## src/rtl/dbgapb_arb.sv

```systemverilog
// dbgapb_arb: round-robin arbiter that serialises two APB requesters onto the single
// debug APB master port, with a per-transfer ACCESS-phase timeout.
module dbgapb_arb #(
    parameter int ADDR_WIDTH = 32,
    parameter int DATA_WIDTH = 32,
    parameter int TIMEOUT    = 1024
) (
    input  logic                      clk,
    input  logic                      rstn,
    input  logic                      s0_psel,
    input  logic                      s0_penable,
    input  logic [ADDR_WIDTH-1:0]     s0_paddr,
    input  logic                      s0_pwrite,
    input  logic [DATA_WIDTH/8-1:0]   s0_pstrb,
    input  logic [2:0]                s0_pprot,
    input  logic [DATA_WIDTH-1:0]     s0_pwdata,
    output logic [DATA_WIDTH-1:0]     s0_prdata,
    output logic                      s0_pslverr,
    output logic                      s0_pready,
    input  logic                      s1_psel,
    input  logic                      s1_penable,
    input  logic [ADDR_WIDTH-1:0]     s1_paddr,
    input  logic                      s1_pwrite,
    input  logic [DATA_WIDTH/8-1:0]   s1_pstrb,
    input  logic [2:0]                s1_pprot,
    input  logic [DATA_WIDTH-1:0]     s1_pwdata,
    output logic [DATA_WIDTH-1:0]     s1_prdata,
    output logic                      s1_pslverr,
    output logic                      s1_pready,
    output logic                      m_psel,
    output logic                      m_penable,
    output logic [ADDR_WIDTH-1:0]     m_paddr,
    output logic                      m_pwrite,
    output logic [DATA_WIDTH/8-1:0]   m_pstrb,
    output logic [2:0]                m_pprot,
    output logic [DATA_WIDTH-1:0]     m_pwdata,
    input  logic [DATA_WIDTH-1:0]     m_prdata,
    input  logic                      m_pslverr,
    input  logic                      m_pready,
    output logic                      gnt,
    output logic                      timeout_evt
);

    localparam int CW = (TIMEOUT > 0) ? $clog2(TIMEOUT + 1) : 1;
    localparam logic [CW-1:0] CNT_ZERO = {CW{1'b0}};
    localparam logic [CW-1:0] CNT_ONE  = CW'(1);
    localparam logic [CW-1:0] CNT_LAST = (TIMEOUT > 0) ? CW'(TIMEOUT - 1) : {CW{1'b0}};

    typedef enum logic [1:0] {
        ST_IDLE   = 2'd0,
        ST_SETUP  = 2'd1,
        ST_ACCESS = 2'd2
    } state_t;

    state_t          r_state;
    state_t          w_state_nxt;
    logic            r_gnt;
    logic            w_gnt_nxt;
    logic            r_last;
    logic            w_last_nxt;
    logic [CW-1:0]   r_cnt;
    logic [CW-1:0]   w_cnt_nxt;
    logic            w_in_access;
    logic            w_done;
    logic            w_to;
    logic            w_other_psel;
    logic            w_unused_penable;

    // Requesters' penable carries no information the arbiter needs; psel alone is the request.
    assign w_unused_penable = s0_penable ^ s1_penable;

    // Completion and timeout are suppressed while reset is asserted so an aborted transfer returns nothing.
    assign w_in_access  = (r_state == ST_ACCESS);
    assign w_done       = rstn && w_in_access && m_pready;
    assign w_to         = rstn && w_in_access && !m_pready && (TIMEOUT > 0) && (r_cnt == CNT_LAST);
    assign w_other_psel = r_gnt ? s0_psel : s1_psel;

    // State, grant, round-robin pointer and ACCESS wait counter.
    always_ff @(posedge clk) begin
        if (!rstn) begin
            r_state <= ST_IDLE;
            r_gnt   <= 1'b0;
            r_last  <= 1'b1;
            r_cnt   <= CNT_ZERO;
        end else begin
            r_state <= w_state_nxt;
            r_gnt   <= w_gnt_nxt;
            r_last  <= w_last_nxt;
            r_cnt   <= w_cnt_nxt;
        end
    end

    // Next-state, grant selection and wait-counter update.
    always_comb begin
        w_state_nxt = r_state;
        w_gnt_nxt   = r_gnt;
        w_last_nxt  = r_last;
        w_cnt_nxt   = r_cnt;
        case (r_state)
            ST_IDLE: begin
                w_cnt_nxt = CNT_ZERO;
                if (s0_psel && s1_psel) begin
                    w_state_nxt = ST_SETUP;
                    w_gnt_nxt   = ~r_last;
                end else if (s0_psel || s1_psel) begin
                    w_state_nxt = ST_SETUP;
                    w_gnt_nxt   = s1_psel;
                end else begin
                    w_state_nxt = ST_IDLE;
                end
            end
            ST_SETUP: begin
                w_state_nxt = ST_ACCESS;
                w_cnt_nxt   = CNT_ZERO;
            end
            ST_ACCESS: begin
                // The finishing requester is not re-sampled here; only the other one can follow directly.
                if (w_done || w_to) begin
                    w_last_nxt = r_gnt;
                    w_cnt_nxt  = CNT_ZERO;
                    if (w_other_psel) begin
                        w_state_nxt = ST_SETUP;
                        w_gnt_nxt   = ~r_gnt;
                    end else begin
                        w_state_nxt = ST_IDLE;
                    end
                end else if (TIMEOUT > 0) begin
                    w_cnt_nxt = r_cnt + CNT_ONE;
                end else begin
                    w_cnt_nxt = CNT_ZERO;
                end
            end
            default: begin
                w_state_nxt = ST_IDLE;
                w_cnt_nxt   = CNT_ZERO;
            end
        endcase
    end

    // Master-side phase signals and request-field mux from the granted requester.
    always_comb begin
        m_psel      = (r_state != ST_IDLE);
        m_penable   = (r_state == ST_ACCESS);
        gnt         = r_gnt;
        timeout_evt = w_to;
        if (r_gnt) begin
            m_paddr  = s1_paddr;
            m_pwrite = s1_pwrite;
            m_pstrb  = s1_pstrb;
            m_pprot  = s1_pprot;
            m_pwdata = s1_pwdata;
        end else begin
            m_paddr  = s0_paddr;
            m_pwrite = s0_pwrite;
            m_pstrb  = s0_pstrb;
            m_pprot  = s0_pprot;
            m_pwdata = s0_pwdata;
        end
    end

    // Response routing: only the granted requester sees pready; a timeout returns an error with zero data.
    always_comb begin
        s0_pready  = 1'b0;
        s0_prdata  = {DATA_WIDTH{1'b0}};
        s0_pslverr = 1'b0;
        s1_pready  = 1'b0;
        s1_prdata  = {DATA_WIDTH{1'b0}};
        s1_pslverr = 1'b0;
        if (w_done) begin
            if (r_gnt) begin
                s1_pready  = 1'b1;
                s1_prdata  = m_prdata;
                s1_pslverr = m_pslverr;
            end else begin
                s0_pready  = 1'b1;
                s0_prdata  = m_prdata;
                s0_pslverr = m_pslverr;
            end
        end else if (w_to) begin
            if (r_gnt) begin
                s1_pready  = 1'b1;
                s1_pslverr = 1'b1;
            end else begin
                s0_pready  = 1'b1;
                s0_pslverr = 1'b1;
            end
        end else begin
            s0_pready = 1'b0;
            s1_pready = 1'b0;
        end
    end

endmodule

```

## config.mk

```make
export PLATFORM = sky130hd
export DESIGN_NAME = dbgapb_arb
export DESIGN_NICKNAME = d
export VERILOG_FILES = /design/src/rtl/dbgapb_arb.sv
export SDC_FILE = /design/constraint.sdc
export NUM_CORES = 1
export LEC_CHECK = 0
export BUFFER_PORTS_ARGS = -buffer_cell sky130_fd_sc_hd__buf_2
export CAP_MARGIN = 20
export CORE_AREA = 3 3 127 129
export CTS_CLUSTER_SIZE = 14
export DETAILED_ROUTE_END_ITERATION = 16
export DIE_AREA = 0 0 130 132
export GPL_TIMING_DRIVEN = 0
export PLACE_DENSITY = 0.47
export SYNTH_ARGS = -nofsm -noshare
export SYNTH_HDL_FRONTEND = slang
export SYNTH_SLANG_ARGS = --single-unit
```

## constraint.sdc

```tcl
create_clock -name clk -period 3.4 [get_ports clk]
set_input_delay 0 -clock clk [delete_from_list [all_inputs] [get_ports clk]]
set_output_delay 0 -clock clk [all_outputs]
set_load 0.01 [all_outputs]
```

== Word-level counts from Yosys, hierarchy flattened ==
Cells that the tools add are included.

* Bits in registers: 15
* Output and inout port bits: 144
* Logic and storage cells: 59

* $add $sub $neg: 1
* Eq/ne operators: 6
* Mux-type cells: 30
* Bitwise gates (word level): 4
* Reduce and logical (&&, ||, !) cells: 14

{| class="wikitable"
|+ Operator list
! kind !! count
|-
| $mux 32 || 6
|-
| $mux 1 || 19
|-
| $add 11x1->11 const B || 1
|-
| $eq 11x10->1 const B || 1
|-
| $pmux 2 s3 || 1
|-
| $logic_and 1x1->1 || 5
|-
| $mux 4 || 1
|-
| $ne 2x1->1 const B || 2
|-
| $not 1->1 || 4
|-
| $reduce_and 4->1 || 1
|-
| $reduce_bool 2->1 || 2
|-
| $mux 3 || 1
|-
| $ne 3x3->1 const B || 1
|-
| $reduce_or 3->1 || 1
|-
| $eq 2x1->1 const B || 1
|-
| $eq 2x2->1 const B || 1
|-
| $logic_not 2->1 || 1
|-
| $logic_or 1x1->1 || 2
|-
| $mux 2 || 1
|-
| $pmux 1 s2 || 1
|-
| $reduce_and 2->1 || 1
|-
| $logic_not 1->1 || 1
|}

== Logic depth before layout (Yosys ltp) ==
* Depth after elaboration: 7
* Depth in mapped cells: 6
* Gate-level depth less buffers: 5

== Least setup slack after synthesis ==
Ideal clock, no wire load.

* Path kind: reg-to-reg
* From: reg r_cnt[0]
* To: reg r_last
* Arrival time: 1.339 ns
* Required time: 3.265 ns
* Slack: 1.926 ns
* Stages on the path, launching flop included: 7
* Clock period less this slack: 1.474 ns
* Path through: dfxtp_1 ha_1 and4_1 and4_1 buf_6 o21ai_0 o311ai_1

* Cells in the longest elaborated chain, start to end: 4

{| class="wikitable"
|+ RTL lines
! element !! RTL line !! RTL
|-
| start, declared || 61 || <nowiki>logic [CW-1:0] r_cnt;</nowiki>
|-
| start signal, assigned || 89 || <nowiki>r_cnt <= w_cnt_nxt;</nowiki>
|-
| $eq 11x10->1 || 75 || <nowiki>assign w_to = rstn && w_in_access && !m_pready && (TIMEOUT > 0) && (r_cnt == CNT_LAST);</nowiki>
|-
| $logic_and 1x1->1 || 75 ||
|-
| net timeout_evt || 41 || <nowiki>output logic timeout_evt</nowiki>
|-
| $logic_or 1x1->1 || 118 || <nowiki>if (w_done || w_to) begin</nowiki>
|-
| $reduce_and 2->1 (no line) || -- ||
|-
| end signal, assigned || 88 || <nowiki>r_last <= w_last_nxt;</nowiki>
|-
| end, declared || 59 || <nowiki>logic r_last;</nowiki>
|}

The timed path passes the listed nets, and every way through them passes these cells.
A chain may end at the register's enable or synchronous reset.

== Worst setup path after layout ==
* From: reg r_gnt, in the netlist gnt
* To: out m_paddr[28]

* Cells in the longest elaborated chain, start to end: 1

{| class="wikitable"
|+ RTL lines
! element !! RTL line !! RTL
|-
| start, declared || 57 || <nowiki>logic r_gnt;</nowiki>
|-
| start signal, assigned || 87 || <nowiki>r_gnt <= w_gnt_nxt;</nowiki>
|-
| $mux 32 || 146 || <nowiki>if (r_gnt) begin</nowiki>
|-
| end, declared || 32 || <nowiki>output logic [ADDR_WIDTH-1:0] m_paddr,</nowiki>
|}

Every way passes these cells.

==> results.cfg <==
[run_status]
outcome = finished clean

[global_routing]
grt_overflow = 0
grt_pass1_wl_mm = 16.7
grt_antenna_before_repair = 3
grt_pass1_vias = 2947
grt_use_total = 0.124
grt_max_degree = 11

[routing]
vias = 2985
final_antenna_net_count = 0
wl_mm = 12.0
first_pass_iters = 4
drc = 0
via_per_inst = 3.94
first_iter_violations = 64
routedWlPerCell_microns = 15.8

[layout]
drive_gt1_frac = 0.749
layout_common_cells = 335 x buf_2, 72 x mux2_2, 33 x and3_1
final_cell_area_sq_um = 4000
layout_commonest_cell = buf_2
area_growth_pct = 95.5
final_nets = 752

[critical_path]
timing.rr.start = r_cnt[0]
arrival_ns = 1.93
crit_family = buffers and inverters
rrSetupSlack_ns = 1.78
cp_cell_sequence = buf_2, clkbuf_1, mux2_2, buf_2
cp-end-kind = primary output
crit_path_start_kind = register
worst_r2r_endpoint = r_cnt[3]
required_ns = 3.40
ff2ff_path_depth = 6
crit_buf_inv = 3
cpMostUsedCell = buf_2
cpPeakStageDelay_ns = 0.43
worst-path-max-fanout = 10
critPathSlowestCell = dfxtp_1
path_class = register to primary output

[placed_design]
hpwl_mm = 10.7
gp_congestion = 0.785
place_area_sq_um = 3910
dp_slack_ns = 1.65
portBuffers = 325

[logic_synthesis]
synth.avg_cell_area_sq_um = 8.63
yosysTopAreaCell = mux2_2
yosys_warnings = 0
async_reset_ff_frac = 0
synth_top_flop_cell = dfxtp_1
synth_top_area_frac = 0.397
ys_top_cells_by_area = mux2_2 40%, dfxtp_1 15%, and3_1 10%
syn_nets = 422
ys_seq_area_frac = 0.147
synth_edf_count = 0
synth_cell_types = 36
ys_seq_elements = 15
synthCells = 237
synth_area_sq_um = 2040

[pwr]
power_leakage_nw = 2.35
power_w = 0.000880
power.density_nw_per_um2 = 220
vdd_drop_max_uv = 248

[die]
core-area_sq_um = 15100
initial_utilization = 0.135
num_io_pins = 328
die_h_microns = 132
num_rows = 45
dieArea_sq_um = 17200
fp.dieW_microns = 130

[clock_tree]
cts_made_buffers = 3
clkSlewWorstSetupHoldPaths_ns = 0.05
clk_latency_ns = 0.24
h-tree-depth = 1
cts_resized = 0
hold_buffers = 0
cts_post_setup_buffers_inserted = 0
root_buffer = clkbuf_16
clock_sinks = 15
cts_tree = built
cts.path.max_buffers = 2

[flow_run]
drv_cap = 0

[min_path]
hold_path_depth = 2
worstHoldPathType = input pin to register
hold_end = r_last
hp-start = rstn

[timing]
fin_setup_tns_ns = 0
setup_violations = 0
fin_crit_sh = 0.568
rsz0062_at_grt = false
setup_ws_ns = 1.47
finClkSkew_ns = 0.00197
period_minus_slack_ns = 1.93
fmax_mhz = 518
finalMaxSlewViolations = 0
worstMarginPinSlew_ns = 0.510
maxSlewHeadroom = 0.660
hold_violations = 0
==> cell type report <==
cell class,instances,area (sq um)
buffer,21,118
tap,188,235
multi-input combinational,196,1610
clock inverter,1,7.51
clock buffer,3,75.1
sequential,15,300
fill,1692,11100
timing repair buffer,325,1630
inverter,5,18.8
antenna,3,7.51
==> power by group <==
part	switching (W)	leakage (nW)	internal, W
sequential	0.00000600	0.121	0.000181
clock	0.0000743	0.0371	0.000158
combinational	0.000211	2.19	0.000250
total	0.000291	2.35	0.000589
==> flip-flops by register name, indices dropped and copies added, names as in the netlist <==
name and count:
r_state 2, r_last 1, gnt 1, r_cnt 11
==> cells by family after synthesis <==
family,Yosys count,share of synthesized area
compound gates,10,0.0386
flops,15,0.147
simple gates,105,0.311
xor+xnor,8,0.0343
buf+inv,26,0.0667
fa+ha+maj,1,0.00612
mux,72,0.397
==> through the flow <==
step                      hold slack [ns]  cells  utilization
final                            0.000160    757        0.264
after global routing               0.0215    757        0.264
after CTS                         0.00176    754        0.263
after detailed placement            0.250    750        0.258
after global placement              0.246    750        0.258
after floorplan                    0.0784    237            -
==> layer usage <==
layer	global-route usage	vias to the layer above	routed length [microns]
met2	0.216	171	5710
met4	0.0277	0	149
met5	0	-	0
met3	0.0215	6	1030
met1	0.158	1311	5100
li1	-	1497	-
==> synth_stat cells, types with 2 or more instances <==
| library cell | count |
|---|---|
| xor2_1 | 7 |
| and4_1 | 4 |
| buf_6 | 2 |
| clkbuf_1 | 4 |
| and2_1 | 32 |
| nand3_1 | 4 |
| buf_4 | 3 |
| nand4_1 | 2 |
| nand2_1 | 6 |
| o21ai_0 | 3 |
| dfxtp_1 | 15 |
| nor2_1 | 14 |
| buf_2 | 10 |
| nor2b_1 | 2 |
| inv_1 | 4 |
| mux2_2 | 72 |
| buf_1 | 2 |
| and3_1 | 33 |
==> worst max path at each step <==
stage | startpoint | to | slack (ns) | cells after the start
global placement | gnt | m_paddr[28] | 1.63 | 4
floorplan | r_cnt[0] | r_last | 1.93 | 6
finish | gnt | m_paddr[28] | 1.47 | 4
detailed placement | gnt | m_paddr[28] | 1.65 | 4
CTS | gnt | m_paddr[28] | 1.39 | 4
global route | gnt | m_paddr[28] | 1.33 | 4
==> worst register-to-register path, cell delays in order (launching register included) <==
cell and delay (ns):
dfxtp_1 0.37, ha_1 0.22, and4_1 0.29, nand3_1 0.11, o21ai_0 0.19, buf_2 0.25, nor2_1 0.07
Note: power is estimated with default switching activity, not from simulation.
